<file path="config.mk">
export PLATFORM = sky130hd
export DESIGN_NAME = debounce_arbiter_flat
export DESIGN_NICKNAME = d
export VERILOG_FILES = /design/src/rtl/debounce_arbiter_if.sv /design/src/rtl/debounce_arbiter.sv /design/src/flat_wrapper.sv
export SDC_FILE = /design/constraint.sdc
export NUM_CORES = 1
export LEC_CHECK = 0
export ABC_CLOCK_PERIOD_IN_PS = 2600
export BUFFER_PORTS_ARGS = -buffer_cell sky130_fd_sc_hd__clkbuf_2
export CAP_MARGIN = 20
export CORE_ASPECT_RATIO = 1.2
export CORE_MARGIN = 2
export CORE_UTILIZATION = 57
export CTS_BUF_LIST = sky130_fd_sc_hd__clkbuf_4 sky130_fd_sc_hd__clkbuf_8
export DETAILED_ROUTE_END_ITERATION = 8
export GPL_TIMING_DRIVEN = 0
export PLACE_DENSITY = 0.83
export SLEW_MARGIN = 20
export SYNTH_ARGS = -nofsm -noshare
export SYNTH_HDL_FRONTEND = slang
export SYNTH_SLANG_ARGS = --single-unit
</file>
<file path="constraint.sdc">
create_clock -name clk -period 2.6 [get_ports clk]
set_input_delay 0.13 -clock clk [delete_from_list [all_inputs] [get_ports clk]]
set_output_delay 0.13 -clock clk [all_outputs]
set_load 0.01 [all_outputs]
</file>
<file path="src/rtl/debounce_arbiter_if.sv">
// Button/debounce bundle between the board-facing debouncer and the user logic.
// The slave side is the debouncer; the master side drives raw levels and consumes the results.
interface debounce_arbiter_if #(
    parameter int N_CH  = 4,
    parameter int GID_W = $clog2(N_CH)
);
    logic [N_CH-1:0]  btn_raw;
    logic [N_CH-1:0]  btn_stable;
    logic [N_CH-1:0]  press;
    logic [N_CH-1:0]  release_pulse;
    logic             busy;
    logic [GID_W-1:0] grant_id;

    modport master (
        output btn_raw,
        input  btn_stable, press, release_pulse, busy, grant_id
    );

    modport slave (
        input  btn_raw,
        output btn_stable, press, release_pulse, busy, grant_id
    );
endinterface

</file>
<file path="src/rtl/debounce_arbiter.sv">
// Debounces N_CH buttons with one shared countdown timer handed out round-robin.
// A channel's stable level flips only after a full bounce-free interval while it owns the timer.
module debounce_arbiter #(
    parameter int N_CH            = 4,
    parameter int DEBOUNCE_CYCLES = 20,
    parameter int CNT_W           = $clog2(DEBOUNCE_CYCLES),
    parameter int GID_W           = $clog2(N_CH)
) (
    input  logic             clk,
    input  logic             rst,
    debounce_arbiter_if.slave bus
);

    typedef enum logic {IDLE, TIMING} state_t;

    localparam logic [CNT_W-1:0] CNT_LOAD = CNT_W'(DEBOUNCE_CYCLES - 1);
    localparam logic [GID_W-1:0] RR_INIT  = GID_W'(N_CH - 1);

    state_t           state_q, state_d;
    logic [N_CH-1:0]  sync1_q, sync2_q;
    logic [N_CH-1:0]  stable_q, stable_d;
    logic [N_CH-1:0]  press_q, press_d;
    logic [N_CH-1:0]  release_q, release_d;
    logic             busy_q, busy_d;
    logic [GID_W-1:0] grant_q, grant_d;
    logic [GID_W-1:0] rr_last_q, rr_last_d;
    logic [CNT_W-1:0] cnt_q, cnt_d;

    logic [N_CH-1:0]  req;
    logic [GID_W-1:0] rr_idx;
    logic [GID_W-1:0] sel;
    logic             sel_valid;

    assign req = sync2_q ^ stable_q;

    // Search starts just after the last winner, so a channel that just aborted goes to the back.
    always_comb begin
        sel       = '0;
        sel_valid = 1'b0;
        rr_idx    = '0;
        for (int i = 1; i <= N_CH; i++) begin
            rr_idx = GID_W'((int'(rr_last_q) + i) % N_CH);
            if (!sel_valid && req[rr_idx]) begin
                sel_valid = 1'b1;
                sel       = rr_idx;
            end
        end
    end

    // NOTE: every output of this block gets a default first, so no path can infer a latch.
    always_comb begin
        state_d   = state_q;
        stable_d  = stable_q;
        press_d   = '0;
        release_d = '0;
        grant_d   = grant_q;
        rr_last_d = rr_last_q;
        cnt_d     = cnt_q;
        case (state_q)
            IDLE: begin
                if (sel_valid) begin
                    grant_d   = sel;
                    rr_last_d = sel;
                    cnt_d     = CNT_LOAD;
                    state_d   = TIMING;
                end
            end
            TIMING: begin
                if (sync2_q[grant_q] == stable_q[grant_q]) begin
                    state_d = IDLE;
                end else if (cnt_q == '0) begin
                    stable_d[grant_q] = ~stable_q[grant_q];
                    if (stable_d[grant_q]) begin
                        press_d[grant_q] = 1'b1;
                    end else begin
                        release_d[grant_q] = 1'b1;
                    end
                    state_d = IDLE;
                end else begin
                    cnt_d = cnt_q - CNT_W'(1);
                end
            end
            default: state_d = IDLE;
        endcase
        busy_d = (state_d == TIMING);
    end

    // NOTE: sequential state uses non-blocking assignments so every flop samples pre-edge values.
    always_ff @(posedge clk) begin
        if (rst) begin
            state_q   <= IDLE;
            sync1_q   <= '0;
            sync2_q   <= '0;
            stable_q  <= '0;
            press_q   <= '0;
            release_q <= '0;
            busy_q    <= 1'b0;
            grant_q   <= '0;
            rr_last_q <= RR_INIT;
            cnt_q     <= '0;
        end else begin
            state_q   <= state_d;
            sync1_q   <= bus.btn_raw;
            sync2_q   <= sync1_q;
            stable_q  <= stable_d;
            press_q   <= press_d;
            release_q <= release_d;
            busy_q    <= busy_d;
            grant_q   <= grant_d;
            rr_last_q <= rr_last_d;
            cnt_q     <= cnt_d;
        end
    end

    assign bus.btn_stable    = stable_q;
    assign bus.press         = press_q;
    assign bus.release_pulse = release_q;
    assign bus.busy          = busy_q;
    assign bus.grant_id      = grant_q;

endmodule

</file>
<file path="src/flat_wrapper.sv">
// flat-port wrapper written by rule: the top's interface ports become plain ports
module debounce_arbiter_flat 
#(
    parameter int N_CH            = 4,
    parameter int DEBOUNCE_CYCLES = 20,
    parameter int CNT_W           = $clog2(DEBOUNCE_CYCLES),
    parameter int GID_W           = $clog2(N_CH)
)
  (clk, rst, bus_btn_raw, bus_btn_stable, bus_press, bus_release_pulse, bus_busy, bus_grant_id);
  debounce_arbiter_if #(.N_CH(N_CH), .GID_W(GID_W)) bus_i ();
  input  logic clk;
  input  logic rst;
  input wire logic [$bits(bus_i.btn_raw)-1:0] bus_btn_raw;
  output wire logic [$bits(bus_i.btn_stable)-1:0] bus_btn_stable;
  output wire logic [$bits(bus_i.press)-1:0] bus_press;
  output wire logic [$bits(bus_i.release_pulse)-1:0] bus_release_pulse;
  output wire logic [$bits(bus_i.busy)-1:0] bus_busy;
  output wire logic [$bits(bus_i.grant_id)-1:0] bus_grant_id;
  assign bus_i.btn_raw = bus_btn_raw;
  assign bus_btn_stable = bus_i.btn_stable;
  assign bus_press = bus_i.press;
  assign bus_release_pulse = bus_i.release_pulse;
  assign bus_busy = bus_i.busy;
  assign bus_grant_id = bus_i.grant_id;
  debounce_arbiter #(.N_CH(N_CH), .DEBOUNCE_CYCLES(DEBOUNCE_CYCLES), .CNT_W(CNT_W), .GID_W(GID_W)) u_core (.clk(clk), .rst(rst), .bus(bus_i));
endmodule
</file>
==> impl_metrics.tcl <==
set metrics [dict create \
    synth_fp_nets 137 \
    core-area_um2 2090 \
    synthMuxAreaShare 0.0351 \
    place.port_buffers 20 \
    cp_cell_sequence "buf_6, mux4_2, xor2_2, nand3_2, or3_1, a21oi_1" \
    fin_area_um2 1490 \
    clkPwrFrac 0.314 \
    avgSynthCellArea_um2 9.88 \
    grt_pass1_wl_um 4470 \
    vias_per_cell 5.55 \
    hold_buffers 0 \
    crit_arrival_ns 2.36 \
    cts_tree "yes" \
    num_rows 18 \
    cts.sinks 30 \
    grt.overflow.total 0 \
    antenna_found_initial 0 \
    cp_data_required_time_ns 2.87 \
    critPathMaxStageDelay_ns 0.58 \
    fp.dieW_um 47.3 \
    hpwlAfterDp_um 1890 \
    seqPwrFrac 0.530 \
    syn_to_final_growth_pct 15.7 \
    cts_buffers 5 \
    min_path_type "in -> reg" \
    die-area_um2 2650 \
    htreeDepth 2 \
    critPathCaptureType "flip-flop" \
    worstReg2RegStart "u_core.bus.grant_id[0]" \
    cts_root_buf "clkbuf_4" \
    dr_wl_met3_um 116 \
    fin_crit_ns 2.10 \
    synth_fa_ha_area_frac 0.00974 \
    dr.max_layer_used "met4" \
    initial_core_util 0.614 \
    ys_types 39 \
    relSlewSlack 0.661 \
    r2r_slack_ns 0.50 \
    r2r_cells 6 \
    drt_iter0_drc 16 \
    slowest_stage "mux4_2" \
    hold_slack_ns 0.0154 \
    synthesis.area_um2 1280 \
    final_nets 164 \
    slew_violations 0 \
    ys.warnings.count 0 \
    drt_pass1_iterations 4 \
    final_hold_viol_count 0 \
    drc 0 \
    gp_congestion 0.757 \
    rsz0062_at_grt "no" \
    fillers 157 \
    final_layout_size_suffix_gt1_frac 0.247 \
    post_drt_wl_per_cell_um 13.6 \
    crit_end "u_core.bus.btn_stable[1]" \
    worst_setup_path_start_kind "flip-flop" \
    drt_wl_total_um 2560 \
    worstPathMaxFanout 8 \
    clkTransAtPathRegs_ns 0.10 \
    grt_max_degree 11 \
    grt_pass1_vias 1027 \
    clock_latency_ns 0.33 \
    p_sw_frac 0.271 \
    ioPinCount 21 \
    track_usage 0.231 \
    dpl-instance-area_um2 1420 \
    power_density_nw_per_um2 634 \
    met2WireLength_um 1320 \
    wl_met1_um 1100 \
    clock_path_buffers 2 \
    cts_resized 0 \
    crit_start "u_core.bus.grant_id[0]" \
    ir_worst_vdd_v 0.000510 \
    synthXorXnorAreaFrac 0.0867 \
    synth_compound_area_frac 0.118 \
    leakagePower_nw 0.587 \
    critPathKind "reg -> reg" \
    power_w 0.000942 \
    r2r_end "u_core.bus.btn_stable[1]" \
    intPower_w 0.000687 \
    num_vias 1044 \
    period_share 0.807 \
    dieHeight_um 56.0 \
    synth_top_family_by_area "simple AND/OR/NAND/NOR gates" \
    clock.fmax_ghz 0.477 \
    combinationalPowerShare 0.156 \
    synth-seq-cells 30 \
    skew_ns 0.0125 \
    cts_setup_buffers 0 \
    ys_seq_area_frac 0.467 \
    diodes 0 \
    syn-instance-count 130 \
    tns_ns 0 \
    run_status "complete, no violations" \
    cap_viol_max_count 0 \
    seqCellArea_um2 601 \
    tightest_slew_ns 0.504 \
    multi_input_area_um2 632 \
    synth-simple-area-share 0.242 \
    drtAntennaViolNets 0 \
    finalSetupViolCount 0 \
    power.switching_w 0.000255 \
]
## cell usage after synthesis
cell type | instances | area (um2)
nand4_1 | 3 | 18.8
or4_1 | 1 | 7.51
buf_6 | 1 | 11.3
a41oi_1 | 1 | 8.76
nand2_1 | 3 | 11.3
nor3_2 | 1 | 10.0
o41ai_1 | 1 | 8.76
a211oi_1 | 2 | 15.0
o21ai_0 | 7 | 35.0
nor2b_1 | 9 | 56.3
nor4b_2 | 1 | 15.0
xor2_2 | 1 | 16.3
a21oi_1 | 4 | 20.0
nor4b_4 | 1 | 23.8
nand3_1 | 2 | 10.0
xor2_1 | 4 | 35.0
nor3_1 | 6 | 30.0
o211ai_1 | 3 | 22.5
nand2b_1 | 2 | 12.5
a221o_1 | 1 | 10.0
or2b_1 | 1 | 7.51
xnor2_2 | 1 | 16.3
nand3b_1 | 2 | 15.0
o31ai_1 | 1 | 7.51
mux4_2 | 2 | 45.0
ha_1 | 1 | 12.5
dfxtp_1 | 30 | 601
nand3_2 | 1 | 10.0
xnor2_1 | 5 | 43.8
and3_1 | 1 | 6.26
nor4_1 | 1 | 6.26
or3_1 | 3 | 18.8
a221oi_1 | 1 | 8.76
a31oi_1 | 1 | 6.26
inv_1 | 5 | 18.8
clkbuf_1 | 4 | 15.0
buf_4 | 1 | 7.51
nor2_1 | 14 | 52.6
a31o_2 | 1 | 8.76
## power by group through the flow
| stage | registers [W] | clock network, W | logic, W |
|---|---|---|---|
| CTS | 0.000499 | 0.000298 | 0.000146 |
| global route | 0.000503 | 0.000319 | 0.000165 |
| finish | 0.000499 | 0.000296 | 0.000147 |
| detailed placement | 0.000510 | 0 | 0.000146 |
| global placement | 0.000508 | 0 | 0.000139 |
| floorplan | 0.000509 | 0 | 0.000111 |
## kinds of logic (layout without fill, tap and decap cells)
logic type | after synthesis | after routing
XOR/XNOR | 11 | 11
buffers and inverters | 11 | 39
flip-flops | 30 | 30
AO/OA/AOI/OAI | 23 | 23
AND/OR/NAND/NOR | 52 | 52
adder cells (fa/ha/maj) | 1 | 1
multiplexers | 2 | 2
## state kept, by name, indices dropped and copies added, names as in the netlist
name and count:
u_core.rr_last_q 2, u_core.state_q 1, u_core.bus.btn_stable 4, u_core.sync2_q 4, u_core.bus.release_pulse 4, u_core.bus.grant_id 2, u_core.cnt_q 5, u_core.bus.press 4
u_core.sync1_q 4
## critical path: cells and delay by family (launching register included)
family,cells,cell delay [ns]
mux,1,0.58
simple gates,2,0.54
flops,1,0.36
xor+xnor,1,0.26
compound gates,1,0.15
buf+inv,1,0.14
## metrics by stage
step                      std cells   util  setup WS [ns]
after floorplan                 130      -          0.639
after global placement          180  0.679          0.572
after detailed placement        180  0.679          0.526
after CTS                       188  0.710          0.489
after global routing            188  0.710          0.372
final                           188  0.710          0.503
## layer usage
metal | up-vias | track usage
met3 | 3 | 0.0584
li1 | 514 | -
met5 | - | 0
met4 | 0 | 0.0675
met1 | 496 | 0.284
met2 | 31 | 0.380
## cells in the final DEF (no fill, tap or decap), types with 2 or more instances in the layout
cell      netlist  layout
inv_1           5       5
nand3_1         2       2
o211ai_1        3       3
clkbuf_2        0      20
nand2b_1        2       2
nor2b_1         9       9
clkbuf_1        4       4
nor2_1         14      14
a21oi_1         4       4
o21ai_0         7       7
nand4_1         3       3
clkbuf_4        0       6
nor3_1          6       6
dfxtp_1        30      30
or3_1           3       3
nand2_1         3       3
a211oi_1        2       2
xnor2_1         5       5
nand3b_1        2       2
mux4_2          2       2
xor2_1          4       4
## final cells by class
class | count | area share
multi-input cells | 89 | 0.425
flip-flops and latches | 30 | 0.404
repair buffers | 20 | 0.0673
clock buffers | 7 | 0.0396
well taps | 30 | 0.0253
plain buffers | 6 | 0.0227
inverters | 5 | 0.0126
clock inverters | 1 | 0.00337
## worst min path at each step
stage	start	endpoint	slack [ns]	depth (start not counted)
finish	bus_btn_raw[3]	u_core.sync1_q[3]	0.02	2
floorplan	bus_btn_raw[0]	u_core.sync1_q[0]	0.26	1
global route	bus_btn_raw[3]	u_core.sync1_q[3]	0.009	2
detailed placement	bus_btn_raw[3]	u_core.sync1_q[3]	0.35	2
CTS	bus_btn_raw[3]	u_core.sync1_q[3]	0.01	2
global placement	bus_btn_raw[0]	u_core.sync1_q[0]	0.34	2
No activity file was read; power rests on OpenSTA's default activity.
